$ cat config.mk
export PLATFORM = sky130hd
export DESIGN_NAME = rx_symbol_align
export DESIGN_NICKNAME = d
export VERILOG_FILES = /design/src/rtl/rx_symbol_align.sv
export SDC_FILE = /design/constraint.sdc
export NUM_CORES = 1
export LEC_CHECK = 0
export BUFFER_PORTS_ARGS = -buffer_cell sky130_fd_sc_hd__buf_2
export CAP_MARGIN = 20
export CELL_PAD_IN_SITES_DETAIL_PLACEMENT = 1
export CELL_PAD_IN_SITES_GLOBAL_PLACEMENT = 1
export CORE_MARGIN = 2
export CORE_UTILIZATION = 48
export DETAILED_ROUTE_END_ITERATION = 16
export PLACE_DENSITY = 0.79
export SYNTH_ARGS = -nofsm -noshare
export SYNTH_HDL_FRONTEND = slang
export SYNTH_SLANG_ARGS = --single-unit
export TNS_END_PERCENT = 30
$ cat constraint.sdc
create_clock -name CRC_CKL -period 4.04 [get_ports CRC_CKL]
set_clock_uncertainty 0.05 [all_clocks]
set_input_delay 0.606 -clock CRC_CKL [delete_from_list [all_inputs] [get_ports CRC_CKL]]
set_output_delay 0.606 -clock CRC_CKL [all_outputs]
set_load 0.03 [all_outputs]
$ cat src/rtl/rx_symbol_align.sv
// ---------------------------------------------------------------------------
// rx_symbol_align
//
// Receive-side 10-bit symbol aligner for an 8b/10b serial link. It hunts the
// serial bit stream for K28.5 commas (either disparity), establishes the
// symbol boundary, and then emits one boundary-aligned 10-bit symbol every
// ten bits. A small HUNT / CHECK / LOCKED state machine reports link lock.
//
// Parameters:
//   LOCK_CNT  consecutive aligned commas (first one included) to reach lock
//   LOSS_CNT  misaligned commas while locked, with no aligned comma between
//             them, that drop the link back to HUNT
//
// Ports:
//   CRC_CKL       in   recovered receive clock, rising-edge
//   RST_L         in   asynchronous active-low reset
//   data_in       in   serial bit, polarity corrected, bit a sent first
//   sym_out       out  [9:0] aligned symbol, bit a in [0], bit j in [9]
//   sym_valid     out  one-cycle strobe, sym_out holds a new symbol
//   sym_is_comma  out  qualifies sym_valid: symbol is K28.5
//   lock          out  high while LOCKED
//   align_err     out  one-cycle pulse, comma seen off the current boundary
// ---------------------------------------------------------------------------
module rx_symbol_align #(
  parameter int LOCK_CNT = 3,
  parameter int LOSS_CNT = 4
) (
  input  logic       CRC_CKL,
  input  logic       RST_L,
  input  logic       data_in,
  output logic [9:0] sym_out,
  output logic       sym_valid,
  output logic       sym_is_comma,
  output logic       lock,
  output logic       align_err
);

  localparam int CCW = $clog2(LOCK_CNT + 1);
  localparam int MCW = $clog2(LOSS_CNT + 1);
  localparam logic [CCW-1:0] LOCK_MAX = CCW'(LOCK_CNT);
  localparam logic [MCW-1:0] LOSS_MAX = MCW'(LOSS_CNT);

  localparam logic [9:0] K28_5_RDN = 10'h17C;
  localparam logic [9:0] K28_5_RDP = 10'h283;

  typedef enum logic [1:0] {
    HUNT   = 2'd0,
    CHECK  = 2'd1,
    LOCKED = 2'd2
  } state_t;

  state_t         state_q;
  logic [9:0]     sreg_q;
  logic [3:0]     fill_q;
  logic [3:0]     bitcnt_q;
  logic [CCW-1:0] comma_cnt_q;
  logic [MCW-1:0] mis_cnt_q;

  logic [9:0]     window;
  logic           fill_done;
  logic           match;
  logic           boundary;
  logic [CCW-1:0] comma_cnt_inc;
  logic [MCW-1:0] mis_cnt_inc;

  // The window already includes the bit being sampled this edge, so a symbol
  // is emitted on the same edge that delivers its last bit (bit j).
  assign window = {data_in, sreg_q[9:1]};

  // fill_q counts edges since reset; on the tenth edge the window holds ten
  // received bits, so reset zeros can never take part in a comma match.
  assign fill_done = (fill_q == 4'd9);
  assign match     = fill_done && ((window == K28_5_RDN) || (window == K28_5_RDP));
  assign boundary  = (bitcnt_q == 4'd9);

  // Saturating increments; counters never wrap.
  assign comma_cnt_inc = (comma_cnt_q == LOCK_MAX) ? comma_cnt_q : comma_cnt_q + CCW'(1);
  assign mis_cnt_inc   = (mis_cnt_q == LOSS_MAX) ? mis_cnt_q : mis_cnt_q + MCW'(1);

  always_ff @(posedge CRC_CKL or negedge RST_L) begin
    if (!RST_L) begin
      state_q      <= HUNT;
      sreg_q       <= 10'd0;
      fill_q       <= 4'd0;
      bitcnt_q     <= 4'd0;
      comma_cnt_q  <= '0;
      mis_cnt_q    <= '0;
      sym_out      <= 10'd0;
      sym_valid    <= 1'b0;
      sym_is_comma <= 1'b0;
      lock         <= 1'b0;
      align_err    <= 1'b0;
    end else begin
      sreg_q <= window;
      if (!fill_done) begin
        fill_q <= fill_q + 4'd1;
      end

      // Strobes default low; sym_out holds its last symbol.
      sym_valid    <= 1'b0;
      sym_is_comma <= 1'b0;
      align_err    <= 1'b0;
      bitcnt_q     <= boundary ? 4'd0 : bitcnt_q + 4'd1;

      case (state_q)
        HUNT: begin
          if (match) begin
            sym_out      <= window;
            sym_valid    <= 1'b1;
            sym_is_comma <= 1'b1;
            bitcnt_q     <= 4'd0;
            comma_cnt_q  <= CCW'(1);
            mis_cnt_q    <= '0;
            // A single-comma lock requirement is met by the first comma.
            state_q      <= (LOCK_CNT <= 1) ? LOCKED : CHECK;
            lock         <= (LOCK_CNT <= 1);
          end
        end

        CHECK: begin
          if (boundary) begin
            sym_out      <= window;
            sym_valid    <= 1'b1;
            sym_is_comma <= match;
            if (match) begin
              comma_cnt_q <= comma_cnt_inc;
              if (comma_cnt_inc == LOCK_MAX) begin
                state_q <= LOCKED;
                lock    <= 1'b1;
              end
            end
          end else if (match) begin
            // Comma off the tentative boundary: adopt the new boundary and
            // restart the aligned-comma count from this comma.
            align_err    <= 1'b1;
            sym_out      <= window;
            sym_valid    <= 1'b1;
            sym_is_comma <= 1'b1;
            bitcnt_q     <= 4'd0;
            comma_cnt_q  <= CCW'(1);
          end
        end

        LOCKED: begin
          if (boundary) begin
            sym_out      <= window;
            sym_valid    <= 1'b1;
            sym_is_comma <= match;
            if (match) begin
              mis_cnt_q <= '0;
            end
          end else if (match) begin
            // Once locked, a stray comma is only counted; the established
            // boundary is kept and nothing is emitted for it.
            align_err <= 1'b1;
            if (mis_cnt_inc == LOSS_MAX) begin
              state_q     <= HUNT;
              lock        <= 1'b0;
              comma_cnt_q <= '0;
              mis_cnt_q   <= '0;
              bitcnt_q    <= 4'd0;
            end else begin
              mis_cnt_q <= mis_cnt_inc;
            end
          end
        end

        default: begin
          state_q <= HUNT;
          lock    <= 1'b0;
        end
      endcase
    end
  end

endmodule

==> impl_results.md, run 1 <==
- DP HPWL: just under 3 mm
- Tcrit/Tclk final: 59.9%
- Drt first-iter violations: 40
- Status: finished clean
- Num CTS Buffers: 5
- Residual DRC: 0
- Io pins: 17
- Crit-path max FO: 7
- Setup_tns: 0 ns
- Nets: about 200
- Slew of the pin with the lowest slew margin: ~0.78 ns
- Grt ovf: 0
- Post-layout min period: approximately 2.4 ns
- Yosys Warn Count: 0
- Synth Cell Area: roughly 1800 um^2
- Width of the die: around 66 um
- Arr. time, crit path: approximately 2.5 ns
- Asr flop ratio synth: 100%
- Max Cap Viol: 0
- Max Slew Vio Count: 0
- Initial antenna violation count: 0
- Final worst slack: ~1.6 ns
- Top FF cell, synth: dfrtp_1
- Vias: 1,327
- CTS tree: done
- Cells after synthesis: 166
- Clock sinks: 37
- Number of buffers added for setup after CTS: 0
- Global-route usage over all layers: slightly below 20%
- Router iterations before antenna repair: 6
- Largest net degree at the start of global routing: 38
- Core area: approximately 3700 um^2
- Data required time of the worst path: 4.15 ns
- FILL cells: 408
- Startpoint Class: register
- Final hold violations: 0
- Pleak: about 0.96 nW
- Cts repair resizes: 0
- Final setup vio count: 0
- Yosys cell types: 44
- Routed Antenna Nets: 0
- First-pass GRT wire length: between 6 and 7 mm
- Syn Nets: 180
- DIE AREA: ~4400 um^2
- CP Class: register to register
- Setup WS pre-CTS: roughly 1.7 ns
- Unrepaired setup endpoints after global routing: false
- Via density: approximately 5.7
- Rel. slew slack: around 48%
- Cell taking the most area after synthesis: dfrtp_1
- Top cell type's share of synthesized area: between 50% and 60%
- Wire per inst: 16.9 um
- Synth top area cells: dfrtp_1 (50%), ha_1 (7.5%), a22o_1 (5.7%)
- Synthesis-to-finish area growth: 10.9%
- EDFF count, synth: 0
- Port buffer count: 16
- Post-Route WL: about 3.9 mm
- H-tree level count: 2
- Number of global-route vias before repair: 1,374
- Synth Area per Inst: approximately 11 um^2
- PD cells: ~420 nW/um^2
- CP endpoint kind: register
- Peak supply drop: 0.257 mV
- Max Clk Rate: 414 MHz
- Clk slew on worst S/H paths: roughly 0.07 ns
- Clk_lat worst skew: between 0.2 and 0.3 ns
- Clock Tree Root: clkbuf_8
- Flops & latches, synth: 37
- Max Root-Sink Buffers: 2
- Placer congestion estimate: around 0.77
- Cts hold-fix bufs: 0
- ANT cells: 0
- Top-count cell post-synth: dfrtp_1
- Sequential area share after synthesis: about half
- Die H: 66.0 um
- Starting Density: approximately 50%
- Core Rows: 22
- Layout cells sized above 1: 15.8%
- Commonest cells in the netlist: dfrtp_1 (37), a22o_1 (12), ha_1 (11), inv_1 (11)
- Worst Hold Class: input port to async pin
[critical path, stage by stage, from the launching register on]
cell	delay, ns
dfrtp_1	0.46
inv_1	0.09
ha_1	0.26
or3b_1	0.41
a311o_1	0.40
o21ai_2	0.17
nand3b_1	0.13
mux2_1	0.33
[cells by family (layout without fill, tap and decap cells)]
| group | Yosys count | in the layout | synth area share, % |
|---|---|---|---|
| buf+inv | 16 | 34 | 3.32 |
| mux | 2 | 2 | 1.15 |
| fa+ha+maj | 11 | 11 | 7.46 |
| flops | 37 | 37 | 50.2 |
| simple gates | 47 | 47 | 15.3 |
| xor+xnor | 5 | 5 | 2.37 |
| compound gates | 48 | 48 | 20.1 |
[metal layers]
metal,vias to the layer above,global-route usage (%),wire (um)
li1,640,-,-
met1,659,26.2,1890
met2,23,32.1,1880
met3,5,4.60,112
met4,0,6.12,28
met5,-,0,0
[flip-flops by register name, summed over array words and instances, names as in the netlist]
| signal | flops |
|---|---|
| sym_valid | 1 |
| comma_cnt_q | 2 |
| mis_cnt_q | 3 |
| sym_out | 10 |
| align_err | 1 |
| sreg_q | 9 |
| fill_q | 4 |
| lock | 1 |
| sym_is_comma | 1 |
| state_q | 1 |
| bitcnt_q | 4 |
[path summary, 6_finish.rpt]
kind	cells past startpoint	to	slack [ns]	start
setup / recovery	7	comma_cnt_q[1]	1.62	mis_cnt_q[0]
hold / removal	1	mis_cnt_q[2]	0.36	RST_L
setup reg to reg	7	comma_cnt_q[1]	1.62	mis_cnt_q[0]
hold reg to reg	0	sreg_q[1]	0.38	sreg_q[2]
max in group asynchronous	1	bitcnt_q[0]	3.08	RST_L
min in group CRC_CKL	0	sreg_q[1]	0.38	sreg_q[2]
[power breakdown]
group | total [mW] | switching (mW) | internal [mW]
sequential | 0.449 | 0.0348 | 0.414
clock | 0.240 | 0.121 | 0.119
combinational | 0.175 | 0.109 | 0.0659
[cells in the final DEF (no fill, tap or decap), drive strengths merged, types with 6 or more instances in the layout]
cell,count
a21oi,7
inv,11
buf,16
o21ai,8
dfrtp,37
clkbuf,6
ha,11
nor2,7
nand2,7
a22o,12
[metrics by stage]
step	std cells	hold slack, ns	instance area, um^2	utilization (%)	total power [mW]
6_report	232	0.358	2050	55.5	0.864
5_1_grt	232	0.401	2050	55.5	0.916
4_1_cts	232	0.380	2050	55.5	0.873
3_5_place_dp	225	0.362	1960	53.3	0.631
3_3_place_gp	225	0.362	1960	53.3	0.622
2_1_floorplan	166	0.260	1840	-	0.577
[cell type report]
cell class | count | area (um^2) | area share, %
clock inverters | 1 | 8.76 | 0.428
multi-input cells | 113 | 857 | 41.9
repair buffers | 16 | 80.1 | 3.91
inverters | 11 | 41.3 | 2.02
flip-flops and latches | 37 | 926 | 45.3
well taps | 48 | 60.1 | 2.94
clock buffers | 6 | 72.6 | 3.55
Note: power is estimated with default switching activity, not from simulation.
==> inputs of run 2 (changes only) <==
--- a/config.mk
+++ b/config.mk
@@ -10,9 +10,9 @@
 export CELL_PAD_IN_SITES_DETAIL_PLACEMENT = 1
 export CELL_PAD_IN_SITES_GLOBAL_PLACEMENT = 1
 export CORE_MARGIN = 2
-export CORE_UTILIZATION = 48
+export CORE_UTILIZATION = 42
 export DETAILED_ROUTE_END_ITERATION = 16
-export PLACE_DENSITY = 0.79
+export PLACE_DENSITY = 0.74
 export SYNTH_ARGS = -nofsm -noshare
 export SYNTH_HDL_FRONTEND = slang
 export SYNTH_SLANG_ARGS = --single-unit
==> constraint.sdc (replaced) <==
create_clock -name CRC_CKL -period 2.2 [get_ports CRC_CKL]
set_clock_uncertainty 0.05 [all_clocks]
set_input_delay 0.33 -clock CRC_CKL [delete_from_list [all_inputs] [get_ports CRC_CKL]]
set_output_delay 0.33 -clock CRC_CKL [all_outputs]
set_load 0.03 [all_outputs]
==> run 2 against run 1 <==
Sequential power is 84% higher; sequential cell count stayed put; design area is 4.8% higher; total power is 100% higher; worst hold slack worse by 0.27 ns; cell count is 5.2% higher; clock power grew to 2.5 times the previous value; core utilization is 5.5 points lower; critical path type unchanged.
==> impl_results.md, run 2 (synthesis gave the netlist of run 1 again) <==
- Status: finished clean
- Max Root-Sink Buffers: 2 (unchanged)
- Post-route core utilization: 49.9% (-5.5 points)
- Max Slew Vio Count: 0 (unchanged)
- Drt first-iter violations: 62 (+55%)
- Clk_lat worst skew: 0.28 ns (about the same)
- Post-layout min period: 2.16 ns (-0.259 ns)
- Reg2Reg Launch Point: mis_cnt_q[0]
- Clk slew on worst S/H paths: 0.08 ns (about the same)
- Most frequent cells in the layout: dfrtp_1 (37), buf_2 (16), a22o_1 (12)
- Die H: 70.3 um (+6.5%)
- Io pins: 17 (unchanged)
- Tcrit/Tclk final: 98.1% (+38 points)
- Total Power: 1.76 mW (+100%)
- Global-route usage over all layers: 19.5% (-0.18 points)
- Starting Density: 42.9% (-7.1 points)
- Placer congestion estimate: 0.806 (+4.4%)
- Crit-path cells: inv_1, ha_1, or3b_1, a311o_1, o21ai_2, nand3b_1, mux2_1
- Worst Hold Class: input port to async pin
- Post-Route WL: 4.33 mm (+11%)
- Clock sinks: 37 (unchanged)
- PD cells: 823 nW/um^2 (+95%)
- R2R Setup Slk: 0.04 ns (-1.58 ns)
- Startpoint Class: register
- First-pass GRT wire length: 7.61 mm (+17%)
- Layout cells sized above 1: 20.3% (+4.6 points)
- DP HPWL: 3.22 mm (+12%)
- CTS tree: done
- CP max stage delay: 0.37 ns (-0.09 ns)
- Core area: 4290 um^2 (+16%)
- Max FFs per register: 10 (unchanged)
- CP Class: register to register
- FILL cells: 493 (+21%)
- Most flop-heavy register: sym_out
- Number of global-route vias before repair: 1,514 (+10%)
- Cts hold-fix bufs: 0 (unchanged)
- R2R depth: 7 (unchanged)
- Grt ovf: 0 (unchanged)
- Synthesis-to-finish area growth: 16.3%
- Residual DRC: 0 (unchanged)
- Core Rows: 24 (+9.1%)
- Rel. slew slack: 45.1% (-2.7 points)
- Pleak: 1.01 nW (+5.4%)
- Worst R2R End: comma_cnt_q[1]
- Flop pwr share: 46.7% (-5.2 points)
- Routed Antenna Nets: 0 (unchanged)
- Final setup vio count: 0 (unchanged)
- Most common cell after layout, fill and taps aside: dfrtp_1
- DIE AREA: 4940 um^2 (+13%)
- Width of the die: 70.3 um (+6.5%)
- Slowest library cell on the worst path: dfrtp_1
- NetSw: 508 uW (+92%)
- Data required time of the worst path: 2.32 ns (-1.83 ns)
- Wire per inst: 17.8 um (+5.3%)
- Regs by FF count: sym_out (10), sreg_q (9)
- Final hold violations: 0 (unchanged)
- Clock share of power: 34.5% (+6.7 points)
- Pint: 1.26 mW (+110%)
- Max Clk Rate: 463 MHz (+12%)
- Crit-path max FO: 4 (-3)
- Router iterations before antenna repair: 4 (-2)
- Peak supply drop: 0.414 mV (+61%)
- Unrepaired setup endpoints after global routing: true
- Nets: 205 (+3.5%)
- Switching power share of the total: 28.8% (-1.9 points)
- Port buffer count: 16 (unchanged)
- CP endpoint kind: register
- Via density: 5.73 (+0.24%)
- ANT cells: 0 (unchanged)
- Largest net degree at the start of global routing: 38 (unchanged)
- Vias: 1,399 (+5.4%)
- H-tree level count: 2 (unchanged)
- Num CTS Buffers: 5 (unchanged)
- Arr. time, crit path: 2.27 ns (-0.26 ns)
- Clock Tree Root: clkbuf_8
- Worst path buffer plus inverter count: 1 (unchanged)
- Max Cap Viol: 0 (unchanged)
- Register Area: 926 um^2 (unchanged)
- Top delay family on crit path: simple AND/OR/NAND/NOR gates
- Slew of the pin with the lowest slew margin: 0.823 ns (+0.0402 ns)
- Initial antenna violation count: 0 (unchanged)
- Area of the multi-input gates: 863 um^2 (+0.73%)
- Combinational fraction of design power: 18.7% (-1.6 points)
## run 2: power groups by stage
stage / Sequential, mW / Clock (mW) / Combinational [mW]
detailed placement: 0.837 / 0 / 0.332
floorplan: 0.883 / 0 / 0.176
CTS: 0.825 / 0.625 / 0.335
finish: 0.825 / 0.609 / 0.331
global placement: 0.828 / 0 / 0.321
global route: 0.836 / 0.659 / 0.364
## run 2: worst max-delay path by stage
stage	from	to	slack [ns]	depth (start not counted)
after floorplan	mis_cnt_q[0]	comma_cnt_q[1]	0.07	7
after global placement	mis_cnt_q[0]	lock	0.11	7
after detailed placement	fill_q[1]	sym_out[2]	0.02	6
after CTS	mis_cnt_q[0]	comma_cnt_q[1]	0.03	7
after global routing	mis_cnt_q[0]	comma_cnt_q[1]	-0.04	7
final	mis_cnt_q[0]	comma_cnt_q[1]	0.04	7
## run 2: area by class of cell
type / count / share of cell area (%)
flip-flops and latches: 37 / 43.2
multi-input cells: 113 / 40.3
repair buffers: 23 / 6.18
clock buffers: 7 / 4.03
well taps: 52 / 3.03
inverters: 11 / 1.93
clock inverters: 1 / 1.40
## run 2: per-stage QoR
step	setup slack [ns]	TNS, ns	instance area (um^2)	hold slack, ns	cells
after floorplan	0.0728	0	1840	-0.0156	166
after global placement	0.106	0	2010	0.342	235
after detailed placement	0.0243	0	2010	0.356	235
after CTS	0.0299	0	2130	0.122	243
after global routing	-0.0389	-0.0389	2140	0.143	244
final	0.0413	0	2140	0.0831	244
## run 2: layer usage
metal  vias up  track usage (%)  part of all wire (%)
met5         -                0                     0
met4         0             6.84                   1.6
met3         8             3.61                   2.6
met2        18             34.0                    53
met1       711             24.2                    43
li1        662                -                     -
## run 2: repair_timing
item / 4_1_cts / 5_1_grt
gates resized for setup: 1 / 1
pin swaps: 1 / 1
buffers inserted: 0 / 1
setup endpoints to repair: 3 / 12
gates cloned: 0 / 0
==> inputs of run 3 (changes only) <==
==> config.mk (replaced) <==
export PLATFORM = sky130hd
export DESIGN_NAME = rx_symbol_align
export DESIGN_NICKNAME = d
export VERILOG_FILES = /design/src/rtl/rx_symbol_align.sv
export SDC_FILE = /design/constraint.sdc
export NUM_CORES = 1
export LEC_CHECK = 0
export CAP_MARGIN = 20
export CELL_PAD_IN_SITES_DETAIL_PLACEMENT = 1
export CELL_PAD_IN_SITES_GLOBAL_PLACEMENT = 1
export CORE_MARGIN = 2
export CORE_UTILIZATION = 45
export DETAILED_ROUTE_END_ITERATION = 16
export DONT_BUFFER_PORTS = 1
export PLACE_DENSITY = 0.73
export SYNTH_ARGS = -nofsm -noshare
export SYNTH_HDL_FRONTEND = slang
export SYNTH_SLANG_ARGS = --single-unit
export TNS_END_PERCENT = 30
==> run 3 against run 2 <==
The run now ends with setup timing left; clock power down 1%; combinational power fell by 23%; first-iteration DRC count is 23% lower; worst hold slack better by 0.047 ns; clock-buffer cell count shrank 1; global-route usage increased by 2.8 points; sequential share of layout area fell by 0.25 points; routed wire length rose by 7.3%; fmax down 3.3%; core utilization up 4.4 points; critical path type unchanged; largest power group unchanged; highest routed layer unchanged.
==> impl_results.md, run 3 (synthesis gave the netlist of run 1 again) <==
- Unrepaired setup endpoints after global routing: true
- Number of global-route vias before repair: 1,537 (+1.5%)
- Crit-path cells: ha_2, or3b_1, a311o_1, o21ai_2, nand3b_1, mux2_4
- Max Slew Vio Count: 0 (unchanged)
- First-pass GRT wire length: 7.54 mm (-0.91%)
- Worst Hold Class: input port to register
- Synthesis-to-finish area growth: 17.0%
- Wire per inst: 19.7 um (+11%)
- Status: finished with violations
- CP Class: register to register
- Max Clk Rate: 448 MHz (-3.3%)
- CP max stage delay: 0.43 ns (+0.06 ns)
- Pleak: 0.970 nW (-3.8%)
- Fin cells: 236 (-3.3%)
- Violated checks: setup timing
- H-tree level count: 2 (unchanged)
- Post-Route WL: 4.65 mm (+7.3%)
- Worst path buffer plus inverter count: 0 (-1)
- Final worst slack: -0.0325 ns (-0.0738 ns)
- HP Start: data_in
- Startpoint Class: register
- DP HPWL: 3.16 mm (-1.8%)
- Final hold violations: 0 (unchanged)
- Tcrit/Tclk final: 101% (+3.4 points)
- Max Root-Sink Buffers: 2 (unchanged)
- Largest net degree at the start of global routing: 38 (unchanged)
- Starting Density: 46.4% (+3.5 points)
- Most common cell after layout, fill and taps aside: dfrtp_1
- Arr. time, crit path: 2.37 ns (+0.10 ns)
- ANT cells: 0 (unchanged)
- Core Rows: 23 (-4.2%)
- Max FFs per register: 10 (unchanged)
- Clock Tree Root: clkbuf_8
- Placed cell count: 221 (-6.0%)
- Drt first-iter violations: 48 (-23%)
- Area after DPL: 1960 um^2 (-2.6%)
- Top delay family on crit path: compound AO/OA/AOI/OAI gates
- Crit-path max FO: 4 (unchanged)
- Peak supply drop: 0.751 mV (+81%)
- Num CTS Buffers: 5 (unchanged)
- Via density: 6.01 (+4.9%)
- Layout cells sized above 1: 18.3% (-2.0 points)
- Cell area after layout: 2160 um^2 (+0.58%)
- Nets: 199 (-2.9%)
- FILL cells: 427 (-13%)
- Placer congestion estimate: 0.816 (+1.3%)
- Core area: 3970 um^2 (-7.5%)
- CTS tree: done
- Slew of the pin with the lowest slew margin: 0.390 ns (-0.433 ns)
- Width of the die: 68.0 um (-3.2%)
- Die H: 68.0 um (-3.2%)
- Io pins: 17 (unchanged)
- Global-route usage over all layers: 22.4% (+2.8 points)
- Initial antenna violation count: 0 (unchanged)
- Worst hold slack: 0.130 ns (+0.0469 ns)
- Post-route core utilization: 54.3% (+4.4 points)
- Clock sinks: 37 (unchanged)
- Post-layout min period: 2.23 ns (+0.0738 ns)
- Port buffer count: 0 (-16)
- Regs by FF count: sym_out (10), sreg_q (9)
- Setup crit start: mis_cnt_q[0]
- Vias: 1,419 (+1.4%)
- DIE AREA: 4630 um^2 (-6.3%)
- Reg2Reg Launch Point: mis_cnt_q[0]
- Most frequent cells in the layout: dfrtp_1 (37), buf_4 (14), a22o_1 (12)
- Most flop-heavy register: sym_out
- Residual DRC: 0 (unchanged)
- Total Power: 1.75 mW (-0.92%)
- Data required time of the worst path: 2.34 ns (+0.02 ns)
- Router iterations before antenna repair: 4 (unchanged)
- PD cells: 810 nW/um^2 (-1.5%)
- Clk slew on worst S/H paths: 0.09 ns (about the same)
- Max Cap Viol: 0 (unchanged)
- Routed Antenna Nets: 0 (unchanged)
- Final setup vio count: 1 (+1)
- Grt ovf: 0 (unchanged)
- Rel. slew slack: 74.0% (+29 points)
- CP endpoint kind: register
- Slowest library cell on the worst path: dfrtp_1
- Clk_lat worst skew: 0.30 ns (+0.02 ns)
[run 3: per-layer routing]
metal	up-vias	global-route usage (%)	wire [um]
met5	-	0	0
met4	0	10.0	87
met3	10	5.59	172
met2	40	38.5	2370
met1	722	26.2	2020
li1	647	-	-
[run 3: worst paths after layout]
| kind | to | slack (ns) | cells after the start |
|---|---|---|---|
| setup reg to reg | comma_cnt_q[1] | -0.03 | 6 |
| min in group asynchronous | mis_cnt_q[2] | 0.43 | 2 |
| hold reg to reg | sreg_q[7] | 0.39 | 0 |
| hold / removal | sym_out[9] | 0.13 | 1 |
| max in group asynchronous | fill_q[0] | 1.46 | 2 |
| setup / recovery | comma_cnt_q[1] | -0.03 | 6 |
[run 3: final cells by class]
type / instances / area, um^2 / share of cell area (%)
inverter: 11 / 41.3 / 1.91
clock buffer: 6 / 72.6 / 3.36
clock inverter: 2 / 38.8 / 1.80
tap: 50 / 62.6 / 2.90
multi-input combinational: 113 / 871 / 40.4
sequential: 37 / 926 / 42.9
timing repair buffer: 17 / 145 / 6.73
[run 3: where the power goes]
part	internal (mW)	switching [mW]	total [mW]
logic	0.115	0.139	0.255
clock network	0.341	0.260	0.601
registers	0.759	0.134	0.893
total	1.21	0.534	1.75
[run 3: repair_timing]
item | CTS | global route
endpoints found under the setup margin | 2 | 5
buffers inserted | 0 | 4
hold endpoints to repair | 37 | 1
gates resized for setup | 0 | 5
pin swaps | 1 | 6
hold buffers | 2 | 1
[run 3: metrics by stage]
stage	worst slack [ns]	setup TNS, ns
CTS	0.0230	0
global route	-0.0908	-0.147
finish	-0.0325	-0.0325
floorplan	0.0728	0
global placement	0.0922	0
detailed placement	0.00362	0
